**src/rtl/cordic_linear_pipe.sv**
```systemverilog
// Fully pipelined linear-mode CORDIC: per-sample multiply (a*c) or divide (b/a).
// Define CORDIC_LINEAR_SAT_EN to saturate out-of-range results and add the ovf output.
module cordic_linear_pipe #(
  parameter int unsigned WIDTH = 16,
  parameter int unsigned ITER  = 15,
  parameter int unsigned GUARD = 2
) (
  input  logic                    clk,
  input  logic                    rst_n,
  input  logic                    en,
  input  logic                    mode,
  input  logic signed [WIDTH-1:0] a,
  input  logic signed [WIDTH-1:0] b,
  input  logic signed [WIDTH-1:0] c,
  output logic signed [WIDTH-1:0] res,
  output logic signed [WIDTH-1:0] error,
  output logic                    done
`ifdef CORDIC_LINEAR_SAT_EN
  ,
  output logic                    ovf
`endif
);

  // Internal Q2.(WIDTH-1+GUARD) so that 1.0 is representable.
  localparam int unsigned IW  = WIDTH + 1 + GUARD;
  localparam int unsigned IW1 = IW + 1;
  localparam int unsigned FB  = WIDTH - 1 + GUARD;
`ifdef CORDIC_LINEAR_SAT_EN
  localparam int unsigned RW  = WIDTH + 2;
  localparam logic signed [WIDTH-1:0] FS_MAX = {1'b0, {(WIDTH-1){1'b1}}};
  localparam logic signed [WIDTH-1:0] FS_MIN = {1'b1, {(WIDTH-1){1'b0}}};
`else
  localparam int unsigned RW  = WIDTH;
`endif
  localparam logic signed [IW:0] HALF = IW1'((1 << GUARD) >> 1);

  function automatic logic signed [IW-1:0] to_int(input logic signed [WIDTH-1:0] v);
    logic signed [IW-1:0] t;
    t = IW'(v);
    return t <<< GUARD;
  endfunction

  function automatic logic signed [IW-1:0] pow2neg(input int unsigned i);
    return {{(IW-1){1'b0}}, 1'b1} << (FB - i);
  endfunction

  // Round half up on the guard bits; result is Q3.(WIDTH-1).
  function automatic logic signed [WIDTH+1:0] rnd(input logic signed [IW-1:0] v);
    logic signed [IW:0] t;
    t = IW1'(v) + HALF;
    t = t >>> GUARD;
    return (WIDTH+2)'(t);
  endfunction

  logic signed [IW-1:0] x_q  [ITER];
  logic signed [IW-1:0] y_q  [ITER+1];
  logic signed [IW-1:0] z_q  [ITER+1];
  logic signed [IW-1:0] y_nx [ITER];
  logic signed [IW-1:0] z_nx [ITER];
  logic [ITER:0]        v_q;
  logic [ITER:0]        m_q;
  logic signed [RW-1:0]    r_q;
  logic signed [WIDTH-1:0] e_q;
  logic                    rv_q;
  logic signed [WIDTH-1:0] res_d;
  logic signed [WIDTH-1:0] err_d;
`ifdef CORDIC_LINEAR_SAT_EN
  logic [ITER:0] az_q;
  logic [ITER:0] sg_q;
  logic          raz_q;
  logic          rsg_q;
  logic          ovf_d;
`endif

  always_comb begin
    for (int i = 0; i < int'(ITER); i++) begin
      logic d_pos;
      // Divide drives y toward zero; multiply drives z toward zero.
      d_pos   = m_q[i] ? (y_q[i][IW-1] != x_q[i][IW-1]) : ~z_q[i][IW-1];
      y_nx[i] = d_pos ? y_q[i] + (x_q[i] >>> i) : y_q[i] - (x_q[i] >>> i);
      z_nx[i] = d_pos ? z_q[i] - pow2neg(i) : z_q[i] + pow2neg(i);
    end
  end

  always_ff @(posedge clk) begin
    if (en) begin
      m_q[0] <= mode;
      x_q[0] <= to_int(a);
      y_q[0] <= mode ? to_int(b) : '0;
      z_q[0] <= mode ? '0 : to_int(c);
`ifdef CORDIC_LINEAR_SAT_EN
      az_q[0] <= mode && (a == '0);
      sg_q[0] <= mode ? b[WIDTH-1] : (a[WIDTH-1] ^ c[WIDTH-1]);
`endif
    end
    for (int i = 0; i < int'(ITER) - 1; i++) x_q[i+1] <= x_q[i];
    for (int i = 0; i < int'(ITER); i++) begin
      y_q[i+1] <= y_nx[i];
      z_q[i+1] <= z_nx[i];
      m_q[i+1] <= m_q[i];
`ifdef CORDIC_LINEAR_SAT_EN
      az_q[i+1] <= az_q[i];
      sg_q[i+1] <= sg_q[i];
`endif
    end
    r_q <= RW'(rnd(m_q[ITER] ? z_q[ITER] : y_q[ITER]));
    e_q <= WIDTH'(rnd(m_q[ITER] ? y_q[ITER] : z_q[ITER]));
`ifdef CORDIC_LINEAR_SAT_EN
    raz_q <= az_q[ITER];
    rsg_q <= sg_q[ITER];
`endif
  end

  always_comb begin
    res_d = r_q[WIDTH-1:0];
    err_d = e_q;
`ifdef CORDIC_LINEAR_SAT_EN
    ovf_d = 1'b0;
    if (raz_q) begin
      ovf_d = 1'b1;
      res_d = rsg_q ? FS_MIN : FS_MAX;
    end else if (r_q[WIDTH+1:WIDTH-1] != {3{r_q[WIDTH-1]}}) begin
      ovf_d = 1'b1;
      res_d = r_q[WIDTH+1] ? FS_MIN : FS_MAX;
    end
    if (ovf_d) err_d = rsg_q ? FS_MIN : FS_MAX;
`endif
  end

  always_ff @(posedge clk or negedge rst_n) begin
    if (!rst_n) begin
      v_q   <= '0;
      rv_q  <= 1'b0;
      done  <= 1'b0;
      res   <= '0;
      error <= '0;
`ifdef CORDIC_LINEAR_SAT_EN
      ovf   <= 1'b0;
`endif
    end else begin
      v_q  <= {v_q[ITER-1:0], en};
      rv_q <= v_q[ITER];
      done <= rv_q;
      if (rv_q) begin
        res   <= res_d;
        error <= err_d;
      end
`ifdef CORDIC_LINEAR_SAT_EN
      ovf <= rv_q & ovf_d;
`endif
    end
  end

endmodule

```
**config.mk**
```make
export PLATFORM = sky130hd
export DESIGN_NAME = cordic_linear_pipe
export DESIGN_NICKNAME = d
export VERILOG_FILES = /design/src/rtl/cordic_linear_pipe.sv
export SDC_FILE = /design/constraint.sdc
export NUM_CORES = 2
export LEC_CHECK = 0
export CORE_MARGIN = 5
export CORE_UTILIZATION = 50
export DETAILED_ROUTE_END_ITERATION = 16
export GPL_TIMING_DRIVEN = 0
export PLACE_DENSITY = 0.69
export SYNTH_ARGS = -nofsm -noshare
export SYNTH_HDL_FRONTEND = slang
export SYNTH_SLANG_ARGS = --single-unit
export TNS_END_PERCENT = 20
```
**constraint.sdc**
```tcl
create_clock -name clk -period 3.64 [get_ports clk]
set_clock_uncertainty 0.2 [all_clocks]
set_input_delay 0.364 -clock clk [delete_from_list [all_inputs] [get_ports clk]]
set_output_delay 0.364 -clock clk [all_outputs]
set_load 0.05 [all_outputs]
```
# [Word level (Yosys, flattened, before mapping)]
# Memories as Yosys holds them, arrays and structs flattened.
# Cells that the tools add are included.
[op_classes] n_lt_le_gt_ge=0 n_addsub=62 n_mul=0 n_eq_ne=15 bitwise_logic=15 n_reduce_logical=0 n_shift=0 n_mux=51 div=0
[ops] op="$mux 19" count=32
[ops] op="$add 18x3->18 const B" count=2
[ops] op="$mux 18" count=2
[ops] op="$add 19x10->19" count=1
[ops] op="$add 19x10->19 const B" count=1
[ops] op="$add 19x11->19" count=1
[ops] op="$add 19x11->19 const B" count=1
[ops] op="$add 19x12->19" count=1
[ops] op="$add 19x12->19 const B" count=1
[ops] op="$add 19x13->19" count=1
[ops] op="$add 19x13->19 const B" count=1
[ops] op="$add 19x14->19" count=1
[ops] op="$add 19x14->19 const B" count=1
[ops] op="$add 19x15->19" count=1
[ops] op="$add 19x15->19 const B" count=1
[ops] op="$add 19x16->19" count=1
[ops] op="$add 19x16->19 const B" count=1
[ops] op="$add 19x17->19" count=1
[ops] op="$add 19x17->19 const B" count=1
[ops] op="$add 19x18->19" count=1
[ops] op="$add 19x18->19 const B" count=1
[ops] op="$add 19x19->19" count=1
[ops] op="$add 19x19->19 const B" count=1
[ops] op="$add 19x5->19" count=1
[ops] op="other kinds (42)" count=86
[word_totals] inputBits=52 elab_cells=155 latch_bits=0 memories=3 ramBits=893 output_inout_bits=33 ff_bits=98 rom_bits=0
[mem_list] name="y_q" words=16 width=19 rd=16 rd_clocked_by_memory_dff=0 write_ports=16 line_no="56" rtl="logic signed [IW-1:0] y_q [ITER+1];"
[mem_list] name="z_q" words=16 width=19 rd=16 rd_clocked_by_memory_dff=0 write_ports=16 line_no="57" rtl="logic signed [IW-1:0] z_q [ITER+1];"
[mem_list] name="x_q" words=15 width=19 rd=15 rd_clocked_by_memory_dff=0 write_ports=15 line_no="55" rtl="logic signed [IW-1:0] x_q [ITER];"

# [Logic depth before layout (Yosys ltp)]
[depth] word_depth=3 ltp_mapped=16 depth_no_buf=15

# [Worst setup path after synthesis]
# No wires, ideal clock.
[synth_timing] kind="reg-to-reg" startpoint="memory x_q[0][150] (netlist bit)" endpoint="memory y_q[4][17] (netlist bit)" path_stages_with_launch=16 setup_ns=0.062 path_slack_ns=-0.263 t_arrival_ns=3.642 synth_period_minus_slack_ns=3.903 t_required_ns=3.378 path_buffers=3 path_cell_list="dfxtp_1 buf_2 xnor2_1 mux2i_1 clkbuf_1 clkbuf_1 nor2_1 xor2_1 ha_1 o21ai_0 o21ai_0 a21o_1 a211o_1 a221o_1 a2111o_1 nand3_1"
[synth_rtl] item="start: declaration" line_no="55"
[synth_rtl] item="end: declaration" line_no="56"

==> metrics list <==
* Fraction of synthesized cell area taken by the top area cell type: 0.3648
* Number of remaining DRC errors: 0
- Cell area after synthesis: 0.03984 sq mm
- Final Critical Period: 3612 ps
- At the end of routability-driven placement, the weighted congestion stood at 0.8826.
* Max-capacitance violation count: 0
* Fillers: 6575
- In this run the deepest clock path goes through 3 buffers.
- Count of different cell masters after synthesis: 83
- Post-placement setup slack: -1213 ps
- The count of final hold-check violations was 0.
- Counting flops with an async set or reset pin after synthesis yields a share of 0.06061.
- Pin count of the biggest net entering global routing: 42
- Horizontal extent of the die: 292.3 microns
- Die H: 292.3 microns
- Highest attainable clock frequency: about 0.28 GHz
- By area the synthesized netlist is led by sky130_fd_sc_hd__dfxtp_1, sky130_fd_sc_hd__ha_1, sky130_fd_sc_hd__xnor2_1.
- In this run, synthesis produced a sequential element count of 825.
- Level count of the clock H-tree: 3
* Root buffer cell: sky130_fd_sc_hd__clkbuf_16
- The area fraction in compound gates after synthesis was 0.1573.
* Core Rows: 103
- Synthesis produced a netlist whose cell count is 3968.
- Half-perimeter wire length after placement: 58.73 mm
* Max FO, Critical Path: 10
- Data on the critical path arrives at its endpoint at roughly 3900 ps.
- DR vias/cell: 5.314
- The first global-routing pass estimated 130.6 mm of wire.
* Type of the setup path with the least slack: reg2reg
- Slowest cell on the critical path: sky130_fd_sc_hd__fa_1
- For this run, the register share of the synthesized area comes to 0.4332.
- The synthesized design contains between 40 and 50 enable-type register cells.
- Across all setup checks in the final design, the least slack found is 27.81 ps.
* Slew Viols, Final: 0
- Post-Synth Simple-Gate Area: 0.1093
- The run finished with clean final reports.
* Series of cell instances along the critical path: xnor2_2, mux2_2, clkbuf_4, nand2_1, o21ai_1, fa_1, a211o_1, a2111oi_4, o21ai_1, and3_1, o21ai_2, o21ai_0, a211oi_1
- Clk Latency, worst-skew pair: 630 ps
- Net count, final: 4696
- Buffers placed on the I/O ports in this run total 84.
- Detailed-route wire length: 78.71 mm
- Global routing finished with a remaining overflow of 0.
- Endpoint type of the worst setup path: flop
- # diodes: 0
- Initial detailed-routing violation count: between 1000 and 1500
- Of the total synthesized cell area, the portion taken by XOR and XNOR cells is 0.1108.
* Area of placed instances: approximately 0.042 sq mm
- In this run, CTS created clock tree buffers numbering 83.
- Period utilization: 0.9924
- TritonCTS built the clock tree.
- Setup violations remaining at the end of the flow were counted as 0.
- Floorplan core area: 0.07900 sq mm
- Setup repair after global routing could not meet its margin everywhere.
- The tightest min-delay check is of the in2async type.
- sky130_fd_sc_hd__dfxtp_1 takes more of the synthesized area than any other cell.
- Of the total synthesized cell area, the portion taken by full adders, half adders and majority gates is 0.1427.
- Measured on the finished design, the core utilization comes to 0.5891.
- STA puts the critical path data required time at 3950 ps.
* Predominant post-synthesis flop cell: sky130_fd_sc_hd__dfxtp_1
- Clock sink count: a little over 800
* Post-route ant nets: 0
- Initial core utilization: 0.5043
- First drt pass iteration count: 5
* Main combinational cell family by area after synthesis: compound AO/OA/AOI/OAI gates
* Area grow syn2layout: 16.81%
- I/O Pins: 85
- Across all layers, the routed design uses 28284 vias.
- Vias in the first global route: approximately 28000
- After synthesis, the mean cell area works out to 10.04 sq um.
* WL per Instance: 14.79 microns
- After synthesis, the share of cell area in mux cells is 0.02387.
* Clock-pin transition on the worst setup and hold timing paths: roughly 60 ps
- The worst setup path is launched from a flop.
- Share of post-route cells with drive strength above 1: 0.1187
- Yosys warning count: 0
- The worst pin sits at a relative slew slack of 0.5029.
- The most numerous cell type found on the critical path is sky130_fd_sc_hd__o21ai_1.
* Transition time at the pin with the least slew margin: roughly 740 ps
* Final Cell Area: 0.04653 sq mm
* Synthesized netlist net count: 4457
* Final-layout worst hold slack: 74.45 ps
* Antenna violations before repair: 0
* Total track usage: 0.1781
* Die footprint: approximately 0.085 sq mm
* Delay of the slowest cell on the worst path: between 400 and 500 ps
## timing repair
item                                    4_1_cts  5_1_grt
endpoints found under the setup margin      164       84
pin swaps                                    19       44
hold buffers                                  3        0
setup buffers                                28       41
endpoints found under the hold margin        59        0
resized for setup                           141      160
## cell usage after synthesis (13+ instances only)
master and instances:
sky130_fd_sc_hd__a21oi_1 309, sky130_fd_sc_hd__nor4_1 23, sky130_fd_sc_hd__inv_1 191, sky130_fd_sc_hd__o21bai_1 49
sky130_fd_sc_hd__o31ai_1 30, sky130_fd_sc_hd__or2_2 15, sky130_fd_sc_hd__a31o_2 13, sky130_fd_sc_hd__and3_1 25
sky130_fd_sc_hd__nor2b_1 49, sky130_fd_sc_hd__mux2_2 64, sky130_fd_sc_hd__nand2_1 237, sky130_fd_sc_hd__dfxtp_1 726
sky130_fd_sc_hd__nor2_1 214, sky130_fd_sc_hd__and2_1 37, sky130_fd_sc_hd__o211ai_1 19, sky130_fd_sc_hd__nand3_1 72
sky130_fd_sc_hd__a31oi_1 36, sky130_fd_sc_hd__xnor2_1 313, sky130_fd_sc_hd__a211oi_1 39, sky130_fd_sc_hd__mux2i_1 23
sky130_fd_sc_hd__nand4_1 24, sky130_fd_sc_hd__fa_1 29, sky130_fd_sc_hd__clkbuf_1 27, sky130_fd_sc_hd__xor2_1 191
sky130_fd_sc_hd__dfrtp_1 50, sky130_fd_sc_hd__a21o_1 130, sky130_fd_sc_hd__nand2b_1 38, sky130_fd_sc_hd__edfxtp_1 49
sky130_fd_sc_hd__o21a_1 41, sky130_fd_sc_hd__nor3_1 87, sky130_fd_sc_hd__or3_1 25, sky130_fd_sc_hd__a21boi_0 24
sky130_fd_sc_hd__o21ai_0 195, sky130_fd_sc_hd__ha_1 408
## cells in the final DEF (no fill, tap or decap), types with 46 or more instances in the layout
| cell type | instances |
|---|---|
| sky130_fd_sc_hd__inv_1 | 183 |
| sky130_fd_sc_hd__nor3_1 | 81 |
| sky130_fd_sc_hd__o21bai_1 | 49 |
| sky130_fd_sc_hd__clkbuf_16 | 88 |
| sky130_fd_sc_hd__nor2_1 | 207 |
| sky130_fd_sc_hd__clkdlybuf4s50_1 | 82 |
| sky130_fd_sc_hd__buf_4 | 68 |
| sky130_fd_sc_hd__ha_1 | 402 |
| sky130_fd_sc_hd__a21o_1 | 130 |
| sky130_fd_sc_hd__mux2_2 | 57 |
| sky130_fd_sc_hd__a21oi_1 | 289 |
| sky130_fd_sc_hd__o21ai_0 | 169 |
| sky130_fd_sc_hd__edfxtp_1 | 49 |
| sky130_fd_sc_hd__xnor2_1 | 299 |
| sky130_fd_sc_hd__nand3_1 | 70 |
| sky130_fd_sc_hd__nand2_1 | 237 |
| sky130_fd_sc_hd__nor2b_1 | 46 |
| sky130_fd_sc_hd__dfxtp_1 | 703 |
| sky130_fd_sc_hd__dfrtp_1 | 50 |
| sky130_fd_sc_hd__xor2_1 | 191 |
## layer usage
layer / GRT usage / wire length (microns) / share of wire / up-vias
li1: - / - / - / 14574
met1: 0.2067 / 33070 / 0.42 / 13271
met2: 0.3395 / 41490 / 0.53 / 312
met3: 0.02608 / 2129 / 0.027 / 127
met4: 0.05160 / 2020 / 0.026 / 0
met5: 0 / 0 / 0 / -
## worst max-delay path, delay by kind of cell (launching register included)
family / cells / cell delay, ps
xor+xnor: 1 / 180
fa+ha+maj: 1 / 470
mux: 1 / 340
flops: 1 / 350
compound gates: 7 / 1480
simple gates: 2 / 290
buf+inv: 1 / 230
## flip-flops by register name, summed over array words and instances (netlist names)
register,flops
res,16
v_q,16
y_q,296
error,16
x_q,161
done,1
r_q,16
e_q,16
m_q,16
rv_q,1
z_q,270
## kinds of logic (layout without fill, tap and decap cells)
group | Yosys count | count (layout)
flip-flops | 825 | 825
adder cells (fa/ha/maj) | 437 | 437
multiplexers | 87 | 87
AO/OA/AOI/OAI | 983 | 983
XOR/XNOR | 504 | 504
buffers and inverters | 240 | 545
AND/OR/NAND/NOR | 892 | 892
## stage by stage
stage	instances	setup TNS [ps]
after global placement	5102	-52410
after CTS	5282	-287.3
after global routing	5323	-415.6
after detailed placement	5104	-57820
after floorplan	3968	-151.0
final	5323	0
## worst paths after layout
kind	from	end	slack [ps]	depth (start not counted)
min reg2reg	z_q[1][116]	z_q[1][135]	120	0
max reg2reg	x_q[1][37]	y_q[5][18]	30	13
max	x_q[1][37]	y_q[5][18]	30	13
min	rst_n	v_q[15]	70	3
min in group clk	a[15]	x_q[0][17]	90	1
max in group asynchronous	rst_n	v_q[3]	2250	3
## cell type report
class,instances,area [sq um],share of cell area
clock buffers,115,2415,0.05189
multi-input cells,2903,22570,0.4851
flip-flops and latches,825,17300,0.3717
clock inverters,36,400.4,0.008604
plain buffers,40,309.0,0.006641
well taps,1050,1314,0.02823
repair buffers,158,1444,0.03103
inverters,196,783.3,0.01683
Power is not shown: default switching activity piles up to over one toggle a cycle in this logic, so the estimate is an artifact.
